<file path="src/rtl/fb_pkg.sv">
// Shared codes, types and default widths for the feedback LUT port-B scheduler.
package fb_pkg;

    localparam int AW_DEF = 15;
    localparam int DW_DEF = 7;

    typedef enum logic [1:0] {
        OP_WRITE = 2'b00,
        OP_READ  = 2'b01,
        OP_CLEAR = 2'b10,
        OP_RSVD  = 2'b11
    } op_e;

    typedef enum logic [1:0] {
        LUT_B1I = 2'd0,
        LUT_B1Q = 2'd1,
        LUT_B2I = 2'd2,
        LUT_B2Q = 2'd3
    } lut_e;

    typedef enum logic [2:0] {
        ST_IDLE      = 3'd0,
        ST_PEND      = 3'd1,
        ST_WRITE     = 3'd2,
        ST_READ_WAIT = 3'd3,
        ST_CLEAR     = 3'd4
    } state_e;

    function automatic logic [3:0] lut_onehot(input lut_e lut);
        logic [3:0] oh;
        case (lut)
            LUT_B1I: oh = 4'b0001;
            LUT_B1Q: oh = 4'b0010;
            LUT_B2I: oh = 4'b0100;
            LUT_B2Q: oh = 4'b1000;
            default: oh = 4'b0000;
        endcase
        return oh;
    endfunction

endpackage

</file>
<file path="src/rtl/fb_lut_write_sched_if.sv">
// Host request / readback handshake between the register interface and the LUT scheduler.
interface fb_lut_write_sched_if
    import fb_pkg::*;
#(
    parameter int AW = AW_DEF,
    parameter int DW = DW_DEF
);
    logic          req_valid;
    logic          req_ready;
    logic [1:0]    req_op;
    logic [1:0]    req_lut;
    logic [AW-1:0] req_addr;
    logic [DW-1:0] req_data;
    logic          rd_valid;
    logic [DW-1:0] rd_data;

    modport master (
        output req_valid, req_op, req_lut, req_addr, req_data,
        input  req_ready, rd_valid, rd_data
    );

    modport slave (
        input  req_valid, req_op, req_lut, req_addr, req_data,
        output req_ready, rd_valid, rd_data
    );
endinterface

</file>
<file path="src/rtl/fb_holdoff_guard.sv">
// Turns the beam store window into a holdoff that stays asserted for GUARD
// cycles after store_strb falls.
module fb_holdoff_guard #(
    parameter int GUARD = 4
) (
    input  logic clk,
    input  logic rst_n,
    input  logic store_strb,
    output logic holdoff
);
    localparam int GW = (GUARD < 1) ? 1 : $clog2(GUARD + 1);
    localparam logic [GW-1:0] GUARD_LD = GW'(GUARD);

    logic [GW-1:0] guard_cnt_r;

    // Guard counter: reload while the store window is open, then count down.
    always_ff @(posedge clk or negedge rst_n) begin
        if (!rst_n) begin
            guard_cnt_r <= {GW{1'b0}};
        end else if (store_strb) begin
            guard_cnt_r <= GUARD_LD;
        end else if (guard_cnt_r != {GW{1'b0}}) begin
            guard_cnt_r <= guard_cnt_r - GW'(1'b1);
        end else begin
            guard_cnt_r <= {GW{1'b0}};
        end
    end

    assign holdoff = store_strb | (guard_cnt_r != {GW{1'b0}});

endmodule

</file>
<file path="src/rtl/fb_lut_write_sched.sv">
// Sequences host write/read/clear requests onto the shared port-B bus of the four
// feedback gain LUTs, never touching them while the beam store holdoff is active.
module fb_lut_write_sched
    import fb_pkg::*;
#(
    parameter int AW     = AW_DEF,
    parameter int DW     = DW_DEF,
    parameter int RD_LAT = 2,
    parameter int GUARD  = 4,
    parameter int CW     = 16
) (
    input  logic                 clk,
    input  logic                 rst_n,
    input  logic                 store_strb,
    fb_lut_write_sched_if.slave  bus,
    output logic [AW-1:0]        bpm_lut_addrb,
    output logic [DW-1:0]        bpm_lut_dinb,
    output logic                 bpm1_i_lut_web,
    output logic                 bpm1_q_lut_web,
    output logic                 bpm2_i_lut_web,
    output logic                 bpm2_q_lut_web,
    input  logic [DW-1:0]        bpm1_i_lut_doutb,
    input  logic [DW-1:0]        bpm1_q_lut_doutb,
    input  logic [DW-1:0]        bpm2_i_lut_doutb,
    input  logic [DW-1:0]        bpm2_q_lut_doutb,
    output logic                 busy,
    output logic [CW-1:0]        deferred_cnt
);
    localparam int RCW = (RD_LAT < 1) ? 1 : $clog2(RD_LAT + 1);
    localparam logic [RCW-1:0] RD_LAST = RCW'(RD_LAT);
    localparam logic [AW-1:0]  ADDR_MAX = {AW{1'b1}};
    localparam logic [CW-1:0]  CNT_MAX  = {CW{1'b1}};

    logic holdoff_s;

    state_e         state_r,    state_nxt;
    op_e            op_r,       op_nxt;
    lut_e           lut_r,      lut_nxt;
    logic [AW-1:0]  addr_r,     addr_nxt;
    logic [DW-1:0]  data_r,     data_nxt;
    logic [AW-1:0]  clr_addr_r, clr_addr_nxt;
    logic           clr_done_r, clr_done_nxt;
    logic [RCW-1:0] rd_cnt_r,   rd_cnt_nxt;

    logic           req_ready_r;
    logic           busy_r;
    logic [AW-1:0]  addrb_r,    addrb_nxt;
    logic [DW-1:0]  dinb_r,     dinb_nxt;
    logic [3:0]     web_r,      web_nxt;
    logic           rd_valid_r, rd_valid_nxt;
    logic [DW-1:0]  rd_data_r,  rd_data_nxt;
    logic [CW-1:0]  deferred_r, deferred_nxt;
    logic [DW-1:0]  sel_dout_s;

    fb_holdoff_guard #(
        .GUARD (GUARD)
    ) u_guard (
        .clk        (clk),
        .rst_n      (rst_n),
        .store_strb (store_strb),
        .holdoff    (holdoff_s)
    );

    // Readback mux for the LUT addressed by the latched request.
    always_comb begin
        sel_dout_s = {DW{1'b0}};
        case (lut_r)
            LUT_B1I: sel_dout_s = bpm1_i_lut_doutb;
            LUT_B1Q: sel_dout_s = bpm1_q_lut_doutb;
            LUT_B2I: sel_dout_s = bpm2_i_lut_doutb;
            LUT_B2Q: sel_dout_s = bpm2_q_lut_doutb;
            default: sel_dout_s = {DW{1'b0}};
        endcase
    end

    // Next-state and next-output logic; outputs are registered from these values
    // so that a web decision always uses the holdoff sampled at the same edge.
    always_comb begin
        state_nxt    = state_r;
        op_nxt       = op_r;
        lut_nxt      = lut_r;
        addr_nxt     = addr_r;
        data_nxt     = data_r;
        clr_addr_nxt = clr_addr_r;
        clr_done_nxt = clr_done_r;
        rd_cnt_nxt   = rd_cnt_r;
        addrb_nxt    = addrb_r;
        dinb_nxt     = dinb_r;
        web_nxt      = 4'b0000;
        rd_valid_nxt = 1'b0;
        rd_data_nxt  = rd_data_r;
        deferred_nxt = deferred_r;

        case (state_r)
            ST_IDLE: begin
                if (bus.req_valid && req_ready_r) begin
                    op_nxt    = op_e'(bus.req_op);
                    lut_nxt   = lut_e'(bus.req_lut);
                    addr_nxt  = bus.req_addr;
                    data_nxt  = bus.req_data;
                    state_nxt = ST_PEND;
                end else begin
                    state_nxt = ST_IDLE;
                end
            end
            ST_PEND: begin
                if (op_r == OP_RSVD) begin
                    state_nxt = ST_IDLE;
                end else if (holdoff_s) begin
                    if (deferred_r != CNT_MAX) begin
                        deferred_nxt = deferred_r + CW'(1'b1);
                    end else begin
                        deferred_nxt = deferred_r;
                    end
                end else begin
                    case (op_r)
                        OP_WRITE: begin
                            state_nxt = ST_WRITE;
                            web_nxt   = lut_onehot(lut_r);
                            addrb_nxt = addr_r;
                            dinb_nxt  = data_r;
                        end
                        OP_READ: begin
                            state_nxt  = ST_READ_WAIT;
                            addrb_nxt  = addr_r;
                            rd_cnt_nxt = {RCW{1'b0}};
                        end
                        OP_CLEAR: begin
                            state_nxt    = ST_CLEAR;
                            web_nxt      = lut_onehot(lut_r);
                            addrb_nxt    = {AW{1'b0}};
                            dinb_nxt     = data_r;
                            clr_addr_nxt = AW'(1'b1);
                            clr_done_nxt = (ADDR_MAX == {AW{1'b0}});
                        end
                        default: state_nxt = ST_IDLE;
                    endcase
                end
            end
            ST_WRITE: begin
                state_nxt = ST_IDLE;
            end
            ST_READ_WAIT: begin
                // Holdoff is deliberately ignored here: a read cannot disturb the LUTs.
                if (rd_cnt_r == RD_LAST) begin
                    rd_data_nxt  = sel_dout_s;
                    rd_valid_nxt = 1'b1;
                    state_nxt    = ST_IDLE;
                end else begin
                    rd_cnt_nxt = rd_cnt_r + RCW'(1'b1);
                end
            end
            ST_CLEAR: begin
                if (clr_done_r) begin
                    state_nxt = ST_IDLE;
                end else if (holdoff_s) begin
                    state_nxt = ST_CLEAR;
                end else begin
                    web_nxt      = lut_onehot(lut_r);
                    addrb_nxt    = clr_addr_r;
                    dinb_nxt     = data_r;
                    clr_addr_nxt = clr_addr_r + AW'(1'b1);
                    clr_done_nxt = (clr_addr_r == ADDR_MAX);
                end
            end
            default: state_nxt = ST_IDLE;
        endcase
    end

    // State, request latches and registered outputs.
    always_ff @(posedge clk or negedge rst_n) begin
        if (!rst_n) begin
            state_r     <= ST_IDLE;
            op_r        <= OP_WRITE;
            lut_r       <= LUT_B1I;
            addr_r      <= {AW{1'b0}};
            data_r      <= {DW{1'b0}};
            clr_addr_r  <= {AW{1'b0}};
            clr_done_r  <= 1'b0;
            rd_cnt_r    <= {RCW{1'b0}};
            req_ready_r <= 1'b0;
            busy_r      <= 1'b0;
            addrb_r     <= {AW{1'b0}};
            dinb_r      <= {DW{1'b0}};
            web_r       <= 4'b0000;
            rd_valid_r  <= 1'b0;
            rd_data_r   <= {DW{1'b0}};
            deferred_r  <= {CW{1'b0}};
        end else begin
            state_r     <= state_nxt;
            op_r        <= op_nxt;
            lut_r       <= lut_nxt;
            addr_r      <= addr_nxt;
            data_r      <= data_nxt;
            clr_addr_r  <= clr_addr_nxt;
            clr_done_r  <= clr_done_nxt;
            rd_cnt_r    <= rd_cnt_nxt;
            req_ready_r <= (state_nxt == ST_IDLE);
            busy_r      <= (state_nxt != ST_IDLE);
            addrb_r     <= addrb_nxt;
            dinb_r      <= dinb_nxt;
            web_r       <= web_nxt;
            rd_valid_r  <= rd_valid_nxt;
            rd_data_r   <= rd_data_nxt;
            deferred_r  <= deferred_nxt;
        end
    end

    assign bus.req_ready     = req_ready_r;
    assign bus.rd_valid      = rd_valid_r;
    assign bus.rd_data       = rd_data_r;
    assign bpm_lut_addrb     = addrb_r;
    assign bpm_lut_dinb      = dinb_r;
    assign bpm1_i_lut_web    = web_r[0];
    assign bpm1_q_lut_web    = web_r[1];
    assign bpm2_i_lut_web    = web_r[2];
    assign bpm2_q_lut_web    = web_r[3];
    assign busy              = busy_r;
    assign deferred_cnt      = deferred_r;

endmodule

</file>
<file path="src/flat_wrapper.sv">
// flat-port wrapper written by rule: the top's interface ports become plain ports
module fb_lut_write_sched_flat import fb_pkg::*;
#(
    parameter int AW     = AW_DEF,
    parameter int DW     = DW_DEF,
    parameter int RD_LAT = 2,
    parameter int GUARD  = 4,
    parameter int CW     = 16
)
  (clk, rst_n, store_strb, bpm_lut_addrb, bpm_lut_dinb, bpm1_i_lut_web, bpm1_q_lut_web, bpm2_i_lut_web, bpm2_q_lut_web, bpm1_i_lut_doutb, bpm1_q_lut_doutb, bpm2_i_lut_doutb, bpm2_q_lut_doutb, busy, deferred_cnt, bus_req_valid, bus_req_op, bus_req_lut, bus_req_addr, bus_req_data, bus_req_ready, bus_rd_valid, bus_rd_data);
  fb_lut_write_sched_if #(.AW(AW), .DW(DW)) bus_i ();
  input  logic clk;
  input  logic rst_n;
  input  logic store_strb;
  output logic [AW-1:0] bpm_lut_addrb;
  output logic [DW-1:0] bpm_lut_dinb;
  output logic bpm1_i_lut_web;
  output logic bpm1_q_lut_web;
  output logic bpm2_i_lut_web;
  output logic bpm2_q_lut_web;
  input  logic [DW-1:0] bpm1_i_lut_doutb;
  input  logic [DW-1:0] bpm1_q_lut_doutb;
  input  logic [DW-1:0] bpm2_i_lut_doutb;
  input  logic [DW-1:0] bpm2_q_lut_doutb;
  output logic busy;
  output logic [CW-1:0] deferred_cnt;
  input wire logic [$bits(bus_i.req_valid)-1:0] bus_req_valid;
  input wire logic [$bits(bus_i.req_op)-1:0] bus_req_op;
  input wire logic [$bits(bus_i.req_lut)-1:0] bus_req_lut;
  input wire logic [$bits(bus_i.req_addr)-1:0] bus_req_addr;
  input wire logic [$bits(bus_i.req_data)-1:0] bus_req_data;
  output wire logic [$bits(bus_i.req_ready)-1:0] bus_req_ready;
  output wire logic [$bits(bus_i.rd_valid)-1:0] bus_rd_valid;
  output wire logic [$bits(bus_i.rd_data)-1:0] bus_rd_data;
  assign bus_i.req_valid = bus_req_valid;
  assign bus_i.req_op = bus_req_op;
  assign bus_i.req_lut = bus_req_lut;
  assign bus_i.req_addr = bus_req_addr;
  assign bus_i.req_data = bus_req_data;
  assign bus_req_ready = bus_i.req_ready;
  assign bus_rd_valid = bus_i.rd_valid;
  assign bus_rd_data = bus_i.rd_data;
  fb_lut_write_sched #(.AW(AW), .DW(DW), .RD_LAT(RD_LAT), .GUARD(GUARD), .CW(CW)) u_core (.clk(clk), .rst_n(rst_n), .store_strb(store_strb), .bus(bus_i), .bpm_lut_addrb(bpm_lut_addrb), .bpm_lut_dinb(bpm_lut_dinb), .bpm1_i_lut_web(bpm1_i_lut_web), .bpm1_q_lut_web(bpm1_q_lut_web), .bpm2_i_lut_web(bpm2_i_lut_web), .bpm2_q_lut_web(bpm2_q_lut_web), .bpm1_i_lut_doutb(bpm1_i_lut_doutb), .bpm1_q_lut_doutb(bpm1_q_lut_doutb), .bpm2_i_lut_doutb(bpm2_i_lut_doutb), .bpm2_q_lut_doutb(bpm2_q_lut_doutb), .busy(busy), .deferred_cnt(deferred_cnt));
endmodule
</file>
<file path="config.mk">
export PLATFORM = sky130hd
export DESIGN_NAME = fb_lut_write_sched_flat
export DESIGN_NICKNAME = d
export VERILOG_FILES = /design/src/rtl/fb_pkg.sv /design/src/rtl/fb_lut_write_sched_if.sv /design/src/rtl/fb_holdoff_guard.sv /design/src/rtl/fb_lut_write_sched.sv /design/src/flat_wrapper.sv
export SDC_FILE = /design/constraint.sdc
export NUM_CORES = 1
export LEC_CHECK = 0
export BUFFER_PORTS_ARGS = -buffer_cell sky130_fd_sc_hd__buf_2
export CAP_MARGIN = 20
export CORE_MARGIN = 4
export CORE_UTILIZATION = 37
export CTS_CLUSTER_SIZE = 30
export DETAILED_ROUTE_END_ITERATION = 16
export HOLD_SLACK_MARGIN = 0.1
export PLACE_DENSITY = 0.67
export SLEW_MARGIN = 20
export SYNTH_ARGS = -nofsm -noshare
export SYNTH_HDL_FRONTEND = slang
export SYNTH_SLANG_ARGS = --single-unit
</file>
<file path="constraint.sdc">
create_clock -name clk -period 5.75 [get_ports clk]
set_clock_uncertainty 0.1 [all_clocks]
set_input_delay 0.8625 -clock clk [delete_from_list [all_inputs] [get_ports clk]]
set_output_delay 0.8625 -clock clk [all_outputs]
set_load 0.1 [all_outputs]
</file>
==> impl_metrics.toml, run 1 <==
[logic_synthesis]
postSynth.asyncResetShare_pct = 100
synthTopCellsByArea = "dfrtp_1 55%, mux2_2 10%, mux4_2 3.4%"
syn_nets = 447
synth-main-ff-cell = "dfrtp_1"
synth-seq-area-share_pct = 55.0
synth_warnings = 0
synth_edf_count = 0
syn_avg_cell_area_um2 = 12.0
synth_top_area_share_pct = 55.0
synth-seq-cells = 102
netlist_instances = 386
netlist_area_um2 = 4640
synth_top_area_cell = "dfrtp_1"
yosysUniqueCellTypes = 46

[power]
vdd_ir_drop_max_v = 0.000345
power.density_nw_per_um2 = 570
p_leak_uw = 0.00268
p_total_uw = 3210

[clocking]
post_cts_buffers = 0
numCtsBuffers = 9
clk_path_buf_depth = 2
clkSinkCount = 102
cts_resized = 0
cts-htree-levels = 3
cts_hold_buffers = 0
cts.clk_slew.worst_paths_ns = 0.06
cts-root-buf = "clkbuf_16"
cts_tree = "built"
insertion_delay_ns = 0.34

[critical_path]
path_cells = "buf_2 -> or4_4 -> nor4_4 -> nor2_1 -> and3_1"
crit_arrival_ns = 2.79
reg2reg_from = "u_core.state_r[1]"
critPathMaxStageDelay_ns = 0.88
cp.required_ns = 5.88
cp-start-kind = "input pin"
startpoint = "store_strb"
cp_slowest_cell = "nor4_4"
crit_family = "simple AND/OR/NAND/NOR gates"
crit_path_max_fanout = 15
critPathKind = "input pin to flop"
critPathBufInv = 1
end_kind = "flop"
ff2ff_path_depth = 6
cp_num_cells = 5
ff2ff_setup_slack_ns = 3.12

[global_route]
grt-ovfl-total = 0
grt_max_degree = 58
grt_pass1_vias = 3459
antenna_found_initial = 1
grtUsageTotal_pct = 15.0
grt_pass1_wl_um = 17400

[route]
remaining_drc_errors = 0
dr.pass1.iters = 4
wirelength_um = 10300
antenna_left = 0
dr.first_iter.drc_count = 201
via_per_inst = 4.99
wl_per_cell_um = 15.5
vias = 3321

[placement]
port_buffers = 109
hpwlAfterDp_um = 7390
gp_congestion = 0.799
place_ws_ns = 2.76

[finish]
layout_common_cells = "108 x buf_2, 102 x dfrtp_1, 43 x mux2_2"
diodes = 0
area_delta_synth_final_pct = 21.5
drive_above_1_share_pct = 38.6
finalNetCount = 554
post-route-util_pct = 46.3
layout_commonest_cell = "buf_2"

[sta]
fin_crit_ns = 2.66
tns_ns = 0
rsz0062_at_grt = "false"
whs_ns = 0.382
finalSetupViolCount = 0
worst_pin_slew_ns = 0.971
fin_crit_sh_pct = 46.2
hold_viol = 0
slew_violations = 0
max_freq_mhz = 376
worst_slack_ns = 3.09
relSlewSlack_pct = 34.8

[min_path]
min_path_cells = 2
worstHoldStart = "u_core.bpm_lut_addrb[12]"
hp-class = "flop to flop"

[floorplanning]
floorplan.initialDensity_pct = 38.1
core_um2 = 12200
row_count = 40
die_w_um = 120
die_y_um = 120
io_pins = 110
die_area_um2 = 14400

[job]
drv_cap = 0

[status]
outcome = "finished, final reports clean"
## power breakdown
group	internal [uW]	total, uW	switching (uW)
sequential	940	1140	196
combinational	387	1490	1100
clock	339	587	247
total	1670	3210	1540
## Yosys cell counts (2+ instances only)
cell type / count
inv_1: 7
buf_4: 3
nor2_2: 6
xnor2_1: 9
a22oi_1: 15
nor4_4: 2
nand4_1: 10
o21ai_0: 6
or2b_1: 2
o21ai_1: 15
nor3_1: 8
nor2_1: 18
ha_1: 3
nand3_1: 18
and2_1: 3
nand2b_1: 2
buf_6: 2
nand2_1: 38
a21oi_1: 8
xor2_1: 15
mux4_2: 7
mux2_2: 43
or3_1: 2
clkbuf_1: 5
buf_2: 5
nor2b_1: 4
nor3b_1: 3
a41oi_1: 2
and3_1: 6
and4_1: 2
dfrtp_1: 102
## layer usage
| metal | up-vias | GRT usage (%) | part of all wire (%) |
|---|---|---|---|
| met1 | 1639 | 20.0 | 46 |
| met5 | - | 0 | 0.068 |
| met2 | 76 | 24.3 | 48 |
| met4 | 2 | 4.08 | 1.2 |
| li1 | 1592 | - | - |
| met3 | 12 | 3.96 | 5.0 |
## worst paths after layout
check,to
worst max-delay path,u_core.bus.req_ready
worst min-delay path,u_core.bpm_lut_addrb[12]
worst max register to register,u_core.bpm_lut_addrb[4]
worst min register to register,u_core.bpm_lut_addrb[12]
max in group asynchronous,u_core.bus.rd_data[3]
min in group asynchronous,u_core.bpm_lut_addrb[4]
## through the flow
| stage | cells | area, um2 |
|---|---|---|
| 2_1_floorplan | 386 | 4640 |
| 3_3_place_gp | 650 | 5340 |
| 3_5_place_dp | 650 | 5340 |
| 4_1_cts | 665 | 5630 |
| 5_1_grt | 665 | 5640 |
| 6_report | 665 | 5640 |
## tightest hold or removal path: cells and delay by family (launching register included)
kind | cells | cell delay [ns]
DFF | 1 | 0.34
and+or+nand+nor | 1 | 0.05
AOI/OAI and AO/OA | 1 | 0.06
## cells by family (layout without fill, tap and decap cells)
logic type / count (synthesis) / count (layout) / synth area share, %
AOI/OAI and AO/OA: 50 / 50 / 6.93
xor gates and xnor gates: 24 / 24 / 4.53
adders and majority gates: 3 / 3 / 0.809
buffers and inverters: 23 / 134 / 2.56
DFF: 102 / 102 / 55.0
muxes: 50 / 50 / 13.8
and+or+nand+nor: 134 / 134 / 16.3
## sequential cells by signal, summed over array words and instances, names as in the netlist, 3 cells and up
name,count
u_core.deferred_cnt,16
u_core.addr_r,15
u_core.bpm_lut_addrb,15
u_core.clr_addr_r,15
u_core.bpm_lut_dinb,7
u_core.bus.rd_data,7
u_core.data_r,7
u_core.web_r,4
u_core.state_r,3
u_core.u_guard.guard_cnt_r,3
## area by class of cell
type	instances	area (um2)
Timing Repair Buffer	112	571
Tap cell	168	210
Multi-Input combinational cell	261	1990
Fill cell	1143	6530
Clock buffer	15	288
Sequential cell	102	2550
Inverter	7	26.3
(Power assumes the default switching activity.)
==> inputs of run 2 (changes only) <==
Settings changed: ABC_AREA set to 1, PLACE_DENSITY 0.67 to 0.66.
Clock period 5.75 ns to 2.8 ns, I/O delays scaled along.
==> run 2 against run 1 <==
  * Combinational power is 140% higher
  * Sequential cell count stayed put
  * Global-route usage is 0.66 points higher
  * Wire length is 17% higher
  * Final cell count is 40% higher
  * Setup slack worse by 2.4 ns
  * First-iteration DRC count is 39% higher
  * Sequential power is 93% higher
  * Sequential share of layout area is 3.2 points lower
  * Via count is 33% higher
  * Highest routed layer is now met4
==> impl_metrics.toml, run 2 <==
[status]
outcome = "finished, final reports clean"

[finish]
finalNetCount = 810
post-route-util_pct = 45.4
layout_commonest_cell = "nand2_1"
drive_above_1_share_pct = 20.3
area_delta_synth_final_pct = 19.5
layout_common_cells = "201 x nand2_1, 108 x buf_2, 102 x dfrtp_1"
largest_reg_flops = 16
diodes = 0

[global_route]
grt.busiest_layer = "met2"
grt_use_met1_pct = 22.3
grt_max_degree = 51
grt_pass1_wl_um = 20200
use_met2_pct = 23.6
grtUsageTotal_pct = 15.7
grt-ovfl-total = 0
antenna_found_initial = 0
grt.met3_usage_pct = 4.26
grt_pass1_vias = 4152

[clocking]
clkSinkCount = 102
clk_path_buf_depth = 2
cts.clk_slew.worst_paths_ns = 0.07
insertion_delay_ns = 0.34
cts-root-buf = "clkbuf_16"
cts_hold_buffers = 1
cts-htree-levels = 3
cts_tree = "built"
cts_resized = 0
post_cts_buffers = 0
numCtsBuffers = 9

[floorplanning]
die_area_um2 = 15700
die_y_um = 125
io_pins = 110
floorplan.initialDensity_pct = 38.0
row_count = 42
die_w_um = 125
core_um2 = 13300

[critical_path]
crit_path_max_fanout = 25
crit_family = "simple AND/OR/NAND/NOR gates"
critPathMostFrequentCell = "nand2_1"
critPathMaxStageDelay_ns = 0.43
cp_slowest_cell = "dfrtp_1"
cp-start-kind = "flop"
critPathBufInv = 2
path_cells = "nor2_2 -> nand2_4 -> inv_2 -> nand2_1 -> nand3_2 -> inv_1 -> nand2_1 -> nand2_1"
startpoint = "u_core.state_r[1]"
critPathKind = "flop to flop"
crit_arrival_ns = 2.23
reg2reg_from = "u_core.state_r[1]"
end_kind = "flop"
cp.required_ns = 2.93

[route]
dr.pass1.iters = 5
dr.first_iter.drc_count = 280
wirelength_um = 12000
wl_per_cell_um = 13.0
vias = 4413
via_per_inst = 4.75
remaining_drc_errors = 0
antenna_left = 0

[sta]
slew_violations = 0
fin_crit_sh_pct = 74.9
finalSetupViolCount = 0
hold_viol = 0
fin_crit_ns = 2.10
worst_pin_slew_ns = 0.762
relSlewSlack_pct = 49.2
max_freq_mhz = 477
tns_ns = 0
rsz0062_at_grt = "false"

[logic_synthesis]
synth_edf_count = 0
synth_top_area_share_pct = 50.3
synth_warnings = 0
netlist_instances = 644
syn_avg_cell_area_um2 = 7.88
synth-seq-cells = 102
yosysMostFrequentCell = "nand2_1"
synthTopCellsByArea = "dfrtp_1 50%, nand2_1 15%, nand3_1 4.9%"
synth-main-ff-cell = "dfrtp_1"
syn_nets = 705
synth-seq-area-share_pct = 50.3
postSynth.asyncResetShare_pct = 100
yosysUniqueCellTypes = 31
synth_top_area_cell = "dfrtp_1"
synthTopCellsByCount = "201 x nand2_1, 102 x dfrtp_1, 65 x nor2_1"
netlist_area_um2 = 5070

[min_path]
worstHoldStart = "bus_req_addr[13]"
hp-class = "input pin to flop"

[power]
vdd_ir_drop_max_v = 0.000510
p_leak_uw = 0.00314
power.density_nw_per_um2 = 1160

[placement]
port_buffers = 109
hpwlAfterDp_um = 9020
gp_congestion = 0.901

[job]
drv_cap = 0
run 2: layout make-up:
type / count / area (um2)
clock buffer: 12 / 267
clock inverter: 3 / 18.8
fill: 1418 / 7290
inverter: 64 / 243
multi-input combinational: 459 / 2170
sequential: 102 / 2550
tap: 176 / 220
timing repair buffer: 113 / 593
run 2: routing by layer:
layer / wire [um] / up-vias
li1: - / 2274
met1: 5710 / 2008
met2: 5410 / 121
met3: 766 / 10
met4: 157 / 0
met5: 0 / -
run 2: logic make-up after synthesis:
kind of cell / after synthesis / synth area share (%)
flops: 102 / 50.3
xor+xnor: 16 / 2.76
mux: 3 / 0.666
compound gates: 86 / 8.98
buf+inv: 83 / 6.95
fa+ha+maj: 3 / 0.740
simple gates: 351 / 29.6
run 2: final timing paths:
check                                          end  slack, ns  cells past startpoint
min in group asynchronous  u_core.deferred_cnt[13]       0.54                      2
max in group asynchronous    u_core.bus.rd_data[3]       1.38                      3
max                           u_core.clr_addr_r[8]       0.70                      8
min reg2reg                u_core.bpm_lut_addrb[4]       0.37                      2
min                              u_core.addr_r[13]       0.21                      2
max reg2reg                   u_core.clr_addr_r[8]       0.70                      8
run 2: report_power, final:
part           switching (uW)  leakage (uW)  internal [uW]  total [uW]
combinational            2940       0.00171            686        3630
clock                     522      0.000144            669        1190
sequential                267       0.00128           1930        2200
run 2: stage by stage:
step	worst slack (ns)	area, um2	instances	hold WS, ns	total power (uW)
3_5_place_dp	0.686	5770	913	0.361	5890
4_1_cts	0.680	6060	929	0.188	7110
3_3_place_gp	0.733	5770	913	0.351	5850
2_1_floorplan	0.392	5070	644	0.0244	5190
5_1_grt	0.394	6060	929	0.185	7460
6_report	0.703	6060	929	0.205	7020
==> inputs of run 3 (changes only) <==
Settings changed: ABC_AREA 1 to 0, PLACE_DENSITY 0.66 to 0.67.
Clock period 2.8 ns to 2.05 ns, I/O delays scaled along.
==> run 3 against run 2 <==
  * Via count decreased by 20%
  * Die area decreased by 8.0%
  * Wire length decreased by 11%
  * First-iteration DRC count decreased by 24%
  * Sequential power increased by 43%
  * Largest cell class unchanged
  * Fmax increased by 5.5%
  * Critical endpoint is now u_core.deferred_cnt[15]
  * Sequential share of layout area decreased by 0.11 points
  * Clock power increased by 55%
  * Non-clock buffer count increased by 41
==> impl_metrics.toml, run 3 (synthesis results as in run 1) <==
[floorplanning]
core_um2 = 12200
io_pins = 110
floorplan.initialDensity_pct = 38.1
row_count = 40
die_y_um = 120
die_area_um2 = 14400
die_w_um = 120

[clocking]
cts_tree = "built"
numCtsBuffers = 9
cts.clk_slew.worst_paths_ns = 0.07
clkSinkCount = 102
cts-root-buf = "clkbuf_16"
insertion_delay_ns = 0.34
cts-htree-levels = 3
clk_path_buf_depth = 2

[placement]
port_buffers = 109
placed_area_um2 = 5490
gp_congestion = 0.803
hpwlAfterDp_um = 7470
place_ws_ns = -0.0362
dp_cells = 662

[finish]
area_delta_synth_final_pct = 32.0
design_area_um2 = 6130
drive_above_1_share_pct = 42.1
diodes = 0
layoutNonFillerInstCount = 707
layout_commonest_cell = "buf_2"
layout_common_cells = "108 x buf_2, 86 x dfrtp_1, 43 x mux2_2"
largest_reg_flops = 16
finalNetCount = 596

[global_route]
grt_max_degree = 103
grt-ovfl-total = 0
grtUsageTotal_pct = 15.9
grt_pass1_vias = 3735
grt_pass1_wl_um = 18600
antenna_found_initial = 0

[critical_path]
cp.required_ns = 2.18
path_cells = "nor3b_2 -> nand4_1 -> or4_1 -> mux2_2"
cp-start-kind = "flop"
reg2reg_from = "u_core.state_r[0]"
critPathBufInv = 0
ff2ff_path_depth = 4
end_kind = "flop"
r2r_end = "u_core.deferred_cnt[15]"
cp_slowest_cell = "or4_1"
ff2ff_setup_slack_ns = 0.06
crit_family = "simple AND/OR/NAND/NOR gates"
crit_path_max_fanout = 8
crit_arrival_ns = 2.11
critPathMaxStageDelay_ns = 0.56
critPathKind = "flop to flop"

[route]
wl_per_cell_um = 15.1
via_per_inst = 5.01
dr.first_iter.drc_count = 212
remaining_drc_errors = 0
antenna_left = 0
dr.pass1.iters = 4
wirelength_um = 10700
vias = 3543

[min_path]
hp-class = "input pin to flop"
min_to = "u_core.addr_r[11]"
min_path_cells = 2
worstHoldStart = "bus_req_addr[11]"

[sta]
relSlewSlack_pct = 52.0
fin_crit_ns = 1.99
rsz0062_at_grt = "true"
fin_crit_sh_pct = 96.9
slew_violations = 0
max_freq_mhz = 503
hold_viol = 0
finalSetupViolCount = 0
worst_pin_slew_ns = 0.717
tns_ns = 0
worst_slack_ns = 0.0626

[power]
p_leak_uw = 0.00288
p_total_uw = 9380
vdd_ir_drop_max_v = 0.000963
power.density_nw_per_um2 = 1530

[job]
drv_cap = 0

[status]
outcome = "finished, final reports clean"
==> run 3: cell count changes in the layout (fill, tap and decap cells not counted), moves of 12 or more <==
cell / previous run / this run
a21oi_1: 32 / 6
a22oi_1: 0 / 15
buf_4: 3 / 15
dfrtp_1: 102 / 86
dfrtp_2: 0 / 16
dlygate4sd3_1: 1 / 28
inv_1: 61 / 7
mux2_2: 3 / 43
nand2_1: 201 / 38
nand3_1: 50 / 17
nor2_1: 65 / 18
o21ai_0: 37 / 5
==> run 3: what timing repair did <==
action                                  in CTS  in global routing
endpoints found under the setup margin       1                 31
gates resized for setup                      1                  6
setup buffers                                0                  2
hold buffers                                28                  0
hold endpoints to repair                   129                  0
pin swaps                                    0                  2
==> run 3: area by class of cell <==
type | count | area [um2]
fillers | 1098 | 6040
flip-flops and latches | 102 | 2570
multi-input cells | 261 | 2000
repair buffers | 154 | 993
clock buffers | 11 | 253
well taps | 168 | 210
clock inverters | 4 | 70.1
inverters | 7 | 26.3
==> run 3: how the worst max path moves through the flow <==
stage	cells after the start	start	slack [ns]	to
global route	6	u_core.state_r[2]	-0.06	u_core.clr_addr_r[9]
finish	4	u_core.state_r[0]	0.06	u_core.deferred_cnt[15]
floorplan	5	u_core.deferred_cnt[3]	-0.08	u_core.deferred_cnt[12]
detailed placement	4	u_core.state_r[0]	-0.04	u_core.deferred_cnt[1]
global placement	4	u_core.state_r[2]	0.009	u_core.bpm_lut_addrb[5]
CTS	5	u_core.u_guard.guard_cnt_r[2]	0.007	u_core.clr_addr_r[12]
==> run 3: stage by stage <==
step | hold WS, ns | utilization [%]
6_report | 0.111 | 50.4
5_1_grt | 0.109 | 50.4
4_1_cts | 0.103 | 50.1
3_5_place_dp | 0.326 | 45.1
3_3_place_gp | 0.313 | 45.1
2_1_floorplan | -0.0881 | -
==> run 3: per-layer routing <==
layer  part of all wire [%]  vias to the layer above  track usage (%)
met2                     47                       88             25.7
li1                       -                     1681                -
met4                    2.5                        0             7.23
met5                      0                        -                0
met3                    4.4                       16             2.87
met1                     46                     1758             20.9
==> run 3: worst reg2reg max path, stage by stage, from the launching register on <==
cell and delay (ns):
dfrtp_2 0.44, nor3b_2 0.31, nand4_1 0.18, or4_1 0.56, mux2_2 0.28
==> run 3: power by group <==
| part | internal (uW) | total [uW] | switching, uW |
|---|---|---|---|
| Combinational | 1200 | 4390 | 3190 |
| Clock | 1130 | 1840 | 718 |
| Sequential | 2660 | 3150 | 495 |
| Total | 4980 | 9380 | 4400 |
